<file path="config.mk">
export PLATFORM = sky130hd
export DESIGN_NAME = rr_grant_ctrl
export DESIGN_NICKNAME = d
export VERILOG_FILES = /design/src/rtl/rr_grant_ctrl.sv
export SDC_FILE = /design/constraint.sdc
export NUM_CORES = 1
export LEC_CHECK = 0
export CAP_MARGIN = 15
export CORE_MARGIN = 2
export CORE_UTILIZATION = 32
export DETAILED_ROUTE_END_ITERATION = 16
export DONT_BUFFER_PORTS = 1
export SYNTH_ARGS = -nofsm -noshare
export SYNTH_HDL_FRONTEND = slang
export SYNTH_SLANG_ARGS = --single-unit
</file>
<file path="constraint.sdc">
create_clock -name clk_i -period 2.05 [get_ports clk_i]
set_clock_uncertainty 0.1 [all_clocks]
set_input_delay 0.205 -clock clk_i [delete_from_list [all_inputs] [get_ports clk_i]]
set_output_delay 0.205 -clock clk_i [all_outputs]
set_load 0.05 [all_outputs]
</file>
<file path="src/rtl/rr_grant_ctrl.sv">
// Round-robin grant controller: registered one-hot grant, index and valid with rotating priority.
// Optional hold-limit preemption is compiled in with `define RR_GRANT_HOLD_LIMIT_EN.
module rr_grant_ctrl #(
    parameter int unsigned N        = 4,
    parameter int unsigned MAX_HOLD = 16
) (
    input  logic                   clk_i,
    input  logic                   rst_i,
    input  logic                   clk_en_i,
    input  logic [N-1:0]           req_i,
    output logic [N-1:0]           gnt_o,
    output logic [$clog2(N)-1:0]   gnt_idx_o,
    output logic                   gnt_vld_o,
    output logic                   preempt_o
);

    localparam int unsigned IDX_W = $clog2(N);

    localparam logic [0:0] ST_IDLE = 1'b0;
    localparam logic [0:0] ST_BUSY = 1'b1;

    if (N < 2 || MAX_HOLD < 1) begin : g_bad_cfg
        $error("rr_grant_ctrl: requires N >= 2 and MAX_HOLD >= 1");
    end

    function automatic logic [N-1:0] bin2oh(input logic [IDX_W-1:0] b);
        return N'(1) << b;
    endfunction

    function automatic logic [IDX_W-1:0] oh2bin(input logic [N-1:0] oh);
        logic [IDX_W-1:0] b;
        b = '0;
        for (int unsigned i = 0; i < N; i++) begin
            if (oh[IDX_W'(i)]) begin
                b = b | IDX_W'(i);
            end
        end
        return b;
    endfunction

    // Circular first-set search starting at p; returns {found, index}.
    function automatic logic [IDX_W:0] rr_pick(input logic [N-1:0] r, input logic [IDX_W-1:0] p);
        logic             found;
        logic [IDX_W-1:0] idx;
        int unsigned      j;
        found = 1'b0;
        idx   = '0;
        for (int unsigned i = 0; i < N; i++) begin
            j = (32'(p) + i) % N;
            if (!found && r[IDX_W'(j)]) begin
                found = 1'b1;
                idx   = IDX_W'(j);
            end
        end
        return {found, idx};
    endfunction

    logic [0:0]       state_q,   state_d;
    logic [IDX_W-1:0] ptr_q,     ptr_d;
    logic [IDX_W-1:0] owner_q,   owner_d;
    logic [N-1:0]     gnt_q,     gnt_d;
    logic [IDX_W-1:0] gnt_idx_q, gnt_idx_d;
    logic             gnt_vld_q, gnt_vld_d;
    logic             preempt_q, preempt_d;

    logic [IDX_W-1:0] nxt_ptr_c;
    logic [N-1:0]     others_c;
    logic [IDX_W:0]   idle_pick_c;
    logic [IDX_W:0]   rot_pick_c;

`ifdef RR_GRANT_HOLD_LIMIT_EN
    localparam int unsigned HOLD_W = $clog2(MAX_HOLD + 1);
    logic [HOLD_W-1:0] hold_cnt_q, hold_cnt_d;
    logic              hold_at_max_c;
    assign hold_at_max_c = (hold_cnt_q == HOLD_W'(MAX_HOLD));
`endif

    // The owner is excluded and sits last in the rotated order, so it never re-wins a handoff.
    assign nxt_ptr_c   = (owner_q == IDX_W'(N - 1)) ? '0 : owner_q + IDX_W'(1);
    assign others_c    = req_i & ~bin2oh(owner_q);
    assign idle_pick_c = rr_pick(req_i, ptr_q);
    assign rot_pick_c  = rr_pick(others_c, nxt_ptr_c);

    always_comb begin
        state_d   = state_q;
        ptr_d     = ptr_q;
        owner_d   = owner_q;
        gnt_d     = gnt_q;
        preempt_d = 1'b0;
`ifdef RR_GRANT_HOLD_LIMIT_EN
        hold_cnt_d = hold_cnt_q;
`endif
        case (state_q)
            ST_IDLE: begin
                if (idle_pick_c[IDX_W]) begin
                    state_d = ST_BUSY;
                    owner_d = idle_pick_c[IDX_W-1:0];
                    gnt_d   = bin2oh(idle_pick_c[IDX_W-1:0]);
`ifdef RR_GRANT_HOLD_LIMIT_EN
                    hold_cnt_d = '0;
`endif
                end
            end
            ST_BUSY: begin
                if (!req_i[owner_q]) begin
                    ptr_d = nxt_ptr_c;
                    if (rot_pick_c[IDX_W]) begin
                        owner_d = rot_pick_c[IDX_W-1:0];
                        gnt_d   = bin2oh(rot_pick_c[IDX_W-1:0]);
`ifdef RR_GRANT_HOLD_LIMIT_EN
                        hold_cnt_d = '0;
`endif
                    end else begin
                        state_d = ST_IDLE;
                        gnt_d   = '0;
                    end
                end
`ifdef RR_GRANT_HOLD_LIMIT_EN
                else if (hold_at_max_c && rot_pick_c[IDX_W]) begin
                    ptr_d      = nxt_ptr_c;
                    owner_d    = rot_pick_c[IDX_W-1:0];
                    gnt_d      = bin2oh(rot_pick_c[IDX_W-1:0]);
                    hold_cnt_d = '0;
                    preempt_d  = 1'b1;
                end else if (!hold_at_max_c) begin
                    hold_cnt_d = hold_cnt_q + HOLD_W'(1);
                end
`endif
            end
            default: begin
                state_d = ST_IDLE;
                gnt_d   = '0;
            end
        endcase
        // Index and valid are derived from the grant so all three always move together.
        gnt_idx_d = oh2bin(gnt_d);
        gnt_vld_d = |gnt_d;
    end

    always_ff @(posedge clk_i) begin
        if (rst_i) begin
            state_q   <= ST_IDLE;
            ptr_q     <= '0;
            owner_q   <= '0;
            gnt_q     <= '0;
            gnt_idx_q <= '0;
            gnt_vld_q <= 1'b0;
            preempt_q <= 1'b0;
`ifdef RR_GRANT_HOLD_LIMIT_EN
            hold_cnt_q <= '0;
`endif
        end else if (clk_en_i) begin
            state_q   <= state_d;
            ptr_q     <= ptr_d;
            owner_q   <= owner_d;
            gnt_q     <= gnt_d;
            gnt_idx_q <= gnt_idx_d;
            gnt_vld_q <= gnt_vld_d;
            preempt_q <= preempt_d;
`ifdef RR_GRANT_HOLD_LIMIT_EN
            hold_cnt_q <= hold_cnt_d;
`endif
        end else begin
            preempt_q <= 1'b0;
        end
    end

    assign gnt_o     = gnt_q;
    assign gnt_idx_o = gnt_idx_q;
    assign gnt_vld_o = gnt_vld_q;
    assign preempt_o = preempt_q;

endmodule

</file>
==> run metrics, run 1 <==
Synth area leaders dfxtp_1 26%, nor2_1 8.1%, ha_1 5.4%, a211oi_1 4.0%, nand2b_1 3.4%; worst rel slew slack a little under two thirds; share of the synthesized area in the top cell type between 20% and 30%; post-DR vias/cell 5.687; DIE AREA between 0.003 and 0.004 mm2; DRT iter0 DRCs 24; H-tree depth 1; Worst Path Max Fanout 6; placed cell areas approximately 0.001 mm2; clock transition at the registers of the reported paths about 0.09 ns; nets@finish 144; Synth Warn # 0; switching share of power 37.41%; Slew Limit Fails 0; Initial Utilization between 30% and 40%; power per cell area around 700 mW/mm2; GR Util All Layers between 15 and 20%; Main synth FF type dfxtp_1; clk buf depth 2; Finished Cell Area approximately 0.0012 mm2; post-synthesis cell type count 43; n_diodes 0; HP Class input port to flop; die span in y between 50 and 60 um; Crit path arrival time 2.06 ns; CTS sink count 12; Critical Path RT 2.14 ns; Detail Route Antenna Nets 0; Seq pwr share 35.7%; maximum number of pins on one net before global-route repair 13; maxcap violations 0; worst vdd ir between 0.5 and 0.6 mV; worst skew pair latency approximately 0.28 ns; DR WL/cell 15.47 um; Post-Route WL between 2000 and 3000 um; Yosys top cell by area dfxtp_1; Setup violations, final 0; row cnt 19; Top-Level Pins 15; number of synthesized flops with an enable pin 0; CP cell instances ha_1 > and2b_2 > o22ai_2 > a221oi_2 > and3_4 > a211oi_2 > a211oi_1; R2R depth 7; actual slew at the worst max-slew pin between 0.5 and 0.6 ns; final hold violations 0; critical path type flop to flop; Num CTS Buffers 3; min cycle time layout approximately 2 ns; Syn Area/Cell 7.924 um2; initial antenna violation count 0; CTS tree built; vias in the first global route ~860; syn nets 128; chip width around 58 um; Netlist Area Pre-Place about 900 um2; DP HPWL 1773 um; clock power share about a quarter; clock root buffer clkbuf_4; WHS 0.0006622 ns; Syn Inst Count ~120; Comb pwr share around 40%; gr ovfl total 0; Leakage between 0.4 and 0.5 nW; status completed; layout cells sized above 1 a little over a third; Area growth syn-to-layout 28.34%; core area approximately 0.0028 mm2; Internal Power just over 0.5 mW; switching power 0.3026 mW; first-pass GRT wire length approximately 4100 um; post-synthesis sequential area ratio 25.91%; Max Clk Rate ~0.51 GHz; asr flop ratio synth 0%; crit start category flop; fin crit share approximately 96%; Port Buffers 0; Remaining DRCs 0; crit-path max cell delay roughly 0.38 ns; Yosys reg bits 12; RSZ-0062 raised after global routing yes; Vias between 900 and 1,000; first-pass iteration count of the detailed router 4; global placer's final weighted congestion between 0.7 and 0.8; element type at the critical path end flop; Hold Crit Depth 2; Crit-path slowest cell dfxtp_4
-- stage by stage --
step                      instances  util (%)  worst slack [ns]  total power [mW]  TNS [ns]
after detailed placement        155     37.34           -0.1419            0.5528   -0.3677
after floorplan                 117         -           0.04607            0.4884         0
final                           163     43.15           0.08194            0.8088         0
after CTS                       161     39.79           0.01647            0.7656         0
after global routing            163     43.15          -0.01734            0.8594  -0.03208
after global placement          155     37.34           -0.1071            0.5475   -0.2123
-- repair_timing --
item,CTS,global route
endpoints found under the setup margin,7,7
pin swaps,2,11
hold buffers,2,0
resized for setup,3,22
hold endpoints to repair,12,0
setup buffers,0,2
-- cells in the mapped netlist (all sizes together), types with 2 or more instances --
library cell and number:
ha 4, clkbuf 4, inv 4, nor2b 3, o31ai 2, a22oi 3, o21bai 2, nand3 3
o21ai 2, o22ai 2, nand2b 5, a311oi 3, nor3 6, nand3b 2, nor2 20, buf 2
a21oi 4, nand2 8, nor4 2, mux2i 2, dfxtp 12, a211oi 6
-- cells in the final DEF, fill, tap and decap left out, types with 2 or more instances in the layout --
cell type	count
nor2_1	18
buf_4	15
dfxtp_1	10
nand2_1	8
nand2b_1	3
nor2b_1	3
a211oi_2	3
a21oi_1	3
nor3_1	3
a211oi_1	3
nor3_2	3
a311oi_1	3
clkbuf_4	3
inv_2	2
nor4_1	2
nor2_2	2
inv_1	2
nand3b_1	2
mux2i_1	2
o31ai_1	2
o21bai_1	2
a22oi_2	2
ha_1	2
dlygate4sd3_1	2
-- critical path: cells and delay by family (launching register included) --
family | cells | cell delay [ns]
simple gates | 2 | 0.49
compound gates | 4 | 0.73
fa+ha+maj | 1 | 0.19
flops | 1 | 0.38
-- sequential cells by signal, summed over array words and instances, names as in the netlist --
| register | count |
|---|---|
| gnt_idx_o | 2 |
| gnt_vld_o | 1 |
| gnt_o | 4 |
| ptr_q | 2 |
| owner_q | 2 |
| state_q | 1 |
-- cells by family (layout without fill, tap and decap cells) --
kind of cell	Yosys count	after routing	synth area share, %
AND/OR/NAND/NOR	54	54	30.37
AO/OA/AOI/OAI	31	31	25.51
flip-flops	12	12	25.91
buffers and inverters	11	26	6.207
adder cells (fa/ha/maj)	4	4	5.398
multiplexers	4	4	6.207
other	1	1	0.4045
-- power groups by stage --
stage	clock network [mW]	registers, mW	logic, mW
global placement	0	0.290	0.257
finish	0.199	0.289	0.321
floorplan	0	0.312	0.176
CTS	0.203	0.287	0.276
global route	0.219	0.293	0.347
detailed placement	0	0.291	0.262
-- path summary, 6_finish.rpt --
kind	to	start	slack, ns
worst min-delay path	gnt_idx_o[0]	clk_en_i	0.0007
worst min register to register	gnt_idx_o[1]	gnt_idx_o[1]	0.41
worst max-delay path	owner_q[0]	owner_q[0]	0.08
worst max register to register	owner_q[0]	owner_q[0]	0.08
-- metal layers --
layer,routed length [um],global-route usage (%),share of wire (%),up-vias
met1,1140,21.89,45,424
met4,24,2.990,0.95,0
met3,197,5.357,7.8,4
met5,0,0,0,-
met2,1159,24.35,46,40
li1,-,-,-,459
-- cell type report --
class | instances | area (um2)
Fill cell | 278 | 1568
Timing Repair Buffer | 17 | 132.6
Sequential cell | 12 | 245.2
Inverter | 5 | 23.77
Multi-Input combinational cell | 94 | 713.2
Clock buffer | 4 | 36.28
Tap cell | 31 | 38.79
(Power assumes the default switching activity.)
==> run 2, diff against run 1 <==
--- a/config.mk
+++ b/config.mk
@@ -5,7 +5,7 @@
 export SDC_FILE = /design/constraint.sdc
 export NUM_CORES = 1
 export LEC_CHECK = 0
-export CAP_MARGIN = 15
+export CAP_MARGIN = 20
 export CORE_MARGIN = 2
 export CORE_UTILIZATION = 32
 export DETAILED_ROUTE_END_ITERATION = 16
==> results of run 2 <==
The final DEF is identical to that of run 1; final timing and power are the same.
